$ cat config.mk
export PLATFORM = sky130hd
export DESIGN_NAME = fetch_pipe
export DESIGN_NICKNAME = d
export VERILOG_FILES = /design/src/rtl/fetch_pipe.sv
export SDC_FILE = /design/constraint.sdc
export NUM_CORES = 1
export LEC_CHECK = 0
export ABC_AREA = 1
export CAP_MARGIN = 0
export CORE_AREA = 2 2 219 221
export DETAILED_ROUTE_END_ITERATION = 8
export DIE_AREA = 0 0 221 223
export PLACE_DENSITY = 0.67
export SYNTH_ARGS = -nofsm -noshare
export SYNTH_HDL_FRONTEND = slang
export SYNTH_SLANG_ARGS = --single-unit
$ cat constraint.sdc
create_clock -name clk -period 4.1 [get_ports clk]
set_input_delay 0.41 -clock clk [delete_from_list [all_inputs] [get_ports clk]]
set_output_delay 0.41 -clock clk [all_outputs]
set_load 0.01 [all_outputs]
$ cat src/rtl/fetch_pipe.sv
// fetch_pipe: sequential PC generator feeding a DEPTH-entry in-order fetch queue.
// Requests go out over a valid/ready port, in-order responses fill queue entries,
// and filled entries are handed to decode. A redirect flushes the queue and
// remembers how many in-flight responses must be thrown away.
module fetch_pipe #(
  parameter int             N        = 64,
  parameter int             IW       = 32,
  parameter int             DEPTH    = 4,
  parameter logic [N-1:0]   RESET_PC = '0,
  parameter int             INC      = 4
) (
  input  logic          clk,
  input  logic          reset,
  input  logic          redirect_F,
  input  logic [N-1:0]  redirect_pc_F,
  output logic          imem_req_valid,
  input  logic          imem_req_ready,
  output logic [N-1:0]  imem_req_addr,
  input  logic          imem_rsp_valid,
  input  logic [IW-1:0] imem_rsp_data,
  output logic          inst_valid_D,
  input  logic          inst_ready_D,
  output logic [IW-1:0] inst_D,
  output logic [N-1:0]  pc_D
);
  localparam int           AW      = $clog2(DEPTH);
  localparam int           CW      = $clog2(DEPTH + 1);
  localparam logic [N-1:0] INC_N   = N'(INC);
  localparam logic [CW:0]  DEPTH_W = (CW + 1)'(DEPTH);

  logic [N-1:0]     pc_q, pc_d;
  logic [AW-1:0]    head_q, head_d;
  logic [AW-1:0]    tail_q, tail_d;
  logic [AW-1:0]    fill_q, fill_d;
  logic [CW-1:0]    count_q, count_d;
  logic [CW-1:0]    drop_cnt_q, drop_cnt_d;
  logic [DEPTH-1:0] filled_q, filled_d;

  // Payload storage; validity is carried by filled_q, so no reset is needed here.
  logic [N-1:0]     pc_mem   [DEPTH];
  logic [IW-1:0]    inst_mem [DEPTH];

  logic             req_fire;
  logic             pop_fire;
  logic             rsp_fill;
  logic [CW-1:0]    filled_cnt;
  logic [CW-1:0]    unfilled_cnt;
  logic [CW+1:0]    drop_sum;

  // Count filled entries; allocated minus filled gives responses still owed to the queue.
  always_comb begin
    filled_cnt = '0;
    for (int i = 0; i < DEPTH; i++) begin
      filled_cnt = filled_cnt + CW'(filled_q[i]);
    end
    unfilled_cnt = count_q - filled_cnt;
  end

  // Port outputs and handshake events.
  always_comb begin
    imem_req_valid = !reset && !redirect_F &&
                     (({1'b0, count_q} + {1'b0, drop_cnt_q}) < DEPTH_W);
    imem_req_addr  = pc_q;
    inst_valid_D   = (count_q != '0) && filled_q[head_q];
    inst_D         = inst_valid_D ? inst_mem[head_q] : '0;
    pc_D           = inst_valid_D ? pc_mem[head_q] : '0;
    req_fire       = imem_req_valid && imem_req_ready;
    pop_fire       = inst_valid_D && inst_ready_D && !redirect_F;
    rsp_fill       = imem_rsp_valid && (drop_cnt_q == '0) && !redirect_F;
  end

  // Next-state: redirect flushes everything, otherwise allocate / fill / pop.
  always_comb begin
    pc_d       = pc_q;
    head_d     = head_q;
    tail_d     = tail_q;
    fill_d     = fill_q;
    count_d    = count_q;
    drop_cnt_d = drop_cnt_q;
    filled_d   = filled_q;
    drop_sum   = '0;
    if (redirect_F) begin
      pc_d     = redirect_pc_F;
      head_d   = '0;
      tail_d   = '0;
      fill_d   = '0;
      count_d  = '0;
      filled_d = '0;
      // Every unfilled entry still has a response coming; one arriving now is already gone.
      drop_sum = {2'b00, drop_cnt_q} + {2'b00, unfilled_cnt};
      if (imem_rsp_valid && (drop_sum != '0)) begin
        drop_sum = drop_sum - (CW + 2)'(1);
      end
      drop_cnt_d = drop_sum[CW-1:0];
    end else begin
      if (req_fire) begin
        pc_d             = pc_q + INC_N;
        tail_d           = tail_q + AW'(1);
        filled_d[tail_q] = 1'b0;
      end
      if (imem_rsp_valid) begin
        if (drop_cnt_q != '0) begin
          drop_cnt_d = drop_cnt_q - CW'(1);
        end else begin
          filled_d[fill_q] = 1'b1;
          fill_d           = fill_q + AW'(1);
        end
      end
      if (pop_fire) begin
        head_d           = head_q + AW'(1);
        filled_d[head_q] = 1'b0;
      end
      count_d = count_q + CW'(req_fire) - CW'(pop_fire);
    end
  end

  // Control state register with asynchronous reset.
  always_ff @(posedge clk or posedge reset) begin
    if (reset) begin
      pc_q       <= RESET_PC;
      head_q     <= '0;
      tail_q     <= '0;
      fill_q     <= '0;
      count_q    <= '0;
      drop_cnt_q <= '0;
      filled_q   <= '0;
    end else begin
      pc_q       <= pc_d;
      head_q     <= head_d;
      tail_q     <= tail_d;
      fill_q     <= fill_d;
      count_q    <= count_d;
      drop_cnt_q <= drop_cnt_d;
      filled_q   <= filled_d;
    end
  end

  // Payload writes: PC at allocation, instruction when its response lands.
  always_ff @(posedge clk) begin
    if (req_fire) begin
      pc_mem[tail_q] <= pc_q;
    end
    if (rsp_fill) begin
      inst_mem[fill_q] <= imem_rsp_data;
    end
  end

endmodule

==> results.toml <==
[placement]
pre_cts_ws_ns = 0.175
dpl.hpwl_um = 37300
placed_cells_incl_taps = 2929
portBuffers = 263
gp_congestion = 0.937

[clock_network]
cts_sinks = 464
cts_tree = "yes"
clock_path_buffers = 3
numCtsBuffers = 48
clk_latency_ns = 0.58
clk_pin_slew_worst_paths_ns = 0.06
hold_buffers = 0
cts-root-buf = "clkbuf_16"
cts_setup_buffers = 0
cts_resized = 0
cts-htree-levels = 2

[timing]
hold_slack_ns = 0.338
rsz0062_at_grt = "no"
hold_violations = 0
setup_viol = 0
worst_slack_ns = 0.248
period_needed_ns = 3.85
slew_violations = 0
tns_ns = 0
worst_pin_slew_ns = 0.840
finalCritPeriodShare_pct = 93.9
max_clock_freq_mhz = 260
clock_skew_ns = 0.0182
slew_headroom_pct = 44.0

[logic_synthesis]
synth_cells = 2122
netlist_area_sq_um = 21000
synth_top_flop_cell = "edfxtp_1"
postSynth.asyncResetShare_pct = 17.2
synth.top_cell.area_share_pct = 55.0
synth_edf_count = 384
avgSynthCellArea_sq_um = 9.88
synth_area_leaders = "edfxtp_1 (55%), dfrtp_1 (9.5%), nor2_1 (9.4%)"
ys_seq_area_share_pct = 64.6
yosysTopAreaCell = "edfxtp_1"
synthTopCellsByCount = "nor2_1 (525), nand2_1 (404), edfxtp_1 (384), o21ai_0 (229), inv_1 (113)"
ys_warn_count = 0
ys_ff_latch = 464
ys_types = 29
synth_most_common_cell = "nor2_1"
syn-num-nets = 2254

[die]
initial_core_util_pct = 44.5
die_h_um = 223
row_count = 80
fp.dieArea_sq_um = 49300
pin_count = 264
core_area_sq_um = 47100
die_w_um = 221

[detailed_routing]
firstDrtPassIters = 5
drcViolationCount = 0
dr.first_iter.drc_count = 1199
routed_wl_um = 58300
wl_per_cell_um = 19.3
num_vias = 15900
ant_nets = 0
post_drt_via_cell_ratio = 5.27

[finish]
n_antenna_cell = 0
drive_above_1_share_pct = 5.08
area_growth_pct = 23.3
nets = 2496
stdcell_count = 3018

[power_and_ir_drop]
power.leakage_nw = 9.48
powerDensity_nw_per_um2 = 448
power_mw = 11.6
peakVddDrop_mv = 0.232

[critical_path]
end_kind = "register"
critical_path_class = "reg -> reg"
critPathLaunchType = "register"
worst-path-buf-inv = 3
critPathSlowestCell = "fa_1"
cp.arrival_ns = 4.32
max_stage_delay_ns = 0.52
crit_chain = "fa_1 > fa_2 > fa_1 > inv_1 > fa_1 > inv_1 > fa_1 > ha_1 > inv_1 > nor2_1 > nand3_1 > nand2_2 > nand2_1 > nand2_1 > o21ai_0 > nand2_1"
crit_family = "adder cells"
required_ns = 4.57
cp_max_fo = 4
cpMostUsedCell = "fa_1"

[global_routing]
grt_max_degree = 125
grt_pass1_vias = 15400
grt_overflow_total = 0
antenna_found_initial = 0
grt_pass1_wl_um = 89300
grt_usage_pct = 23.5

[job]
drv_cap = 0

[run_status]
outcome = "completed"

[worst_hold_path]
hp-class = "in -> reg"
-- registers in the layout (all words and copies together), names as in the netlist --
signal,cells
head_q,2
inst_mem,128
imem_req_addr,64
filled_q,4
count_q,3
fill_q,2
drop_cnt_q,3
tail_q,2
pc_mem,256
-- metrics by stage --
step	util [%]	instance area, sq um
finish	54.8	25800
global route	54.8	25800
CTS	54.8	25800
detailed placement	51.5	24300
global placement	51.5	24300
floorplan	-	21000
-- cells by family after synthesis --
family                     Yosys count  share of synthesized area (%)
buffers and inverters              213                           4.07
adders and majority gates           30                           2.04
and+or+nand+nor                   1021                           19.0
DFF                                464                           64.6
AOI/OAI and AO/OA                  357                           8.77
xor gates and xnor gates            37                           1.55
-- worst reg2reg max path: cells and delay by family (launching register included) --
kind | cells | cell delay [ns]
flops | 1 | 0.40
fa+ha+maj | 6 | 2.60
buf+inv | 3 | 0.18
simple gates | 6 | 0.40
compound gates | 1 | 0.16
-- worst paths after layout --
check,start,to,slack [ns],depth (start not counted)
min in group asynchronous,reset,imem_req_addr[23],0.39,3
max in group asynchronous,reset,head_q[1],2.57,4
worst min-delay path,redirect_F,imem_req_addr[1],0.34,5
worst max-delay path,filled_q[1],drop_cnt_q[1],0.25,16
worst max register to register,filled_q[1],drop_cnt_q[1],0.25,16
worst min register to register,imem_req_addr[0],pc_mem[3][0],0.57,0
-- report_power, final --
group / total (mW) / internal (mW) / switching [mW]
registers: 5.83 / 5.43 / 0.402
clock network: 4.34 / 2.55 / 1.79
logic: 1.40 / 0.619 / 0.780
-- per-layer routing --
metal,global-route usage [%],share of wire (%)
met1,31.4,43
met2,39.1,48
met3,3.36,5.9
met4,9.22,3.7
met5,0,0
-- layout make-up --
type                       count  area (sq um)
clock buffer                  62          1290
clock inverter                27           269
fill                        4090         21300
inverter                     117           448
multi-input combinational   1445          6620
sequential                   464         13500
tap                          615           769
timing repair buffer         288          2900
-- layout by cell type, fill, tap and decap left out, drive strengths merged, types with 23 or more instances in the layout --
cell type	count
a21oi	105
buf	26
clkbuf	62
clkdlybuf4s50	262
dfrtp	80
edfxtp	384
ha	23
inv	120
nand2	408
nand3	70
nor2	529
o21ai	231
xor2	30
No activity file was read; power rests on OpenSTA's default activity.
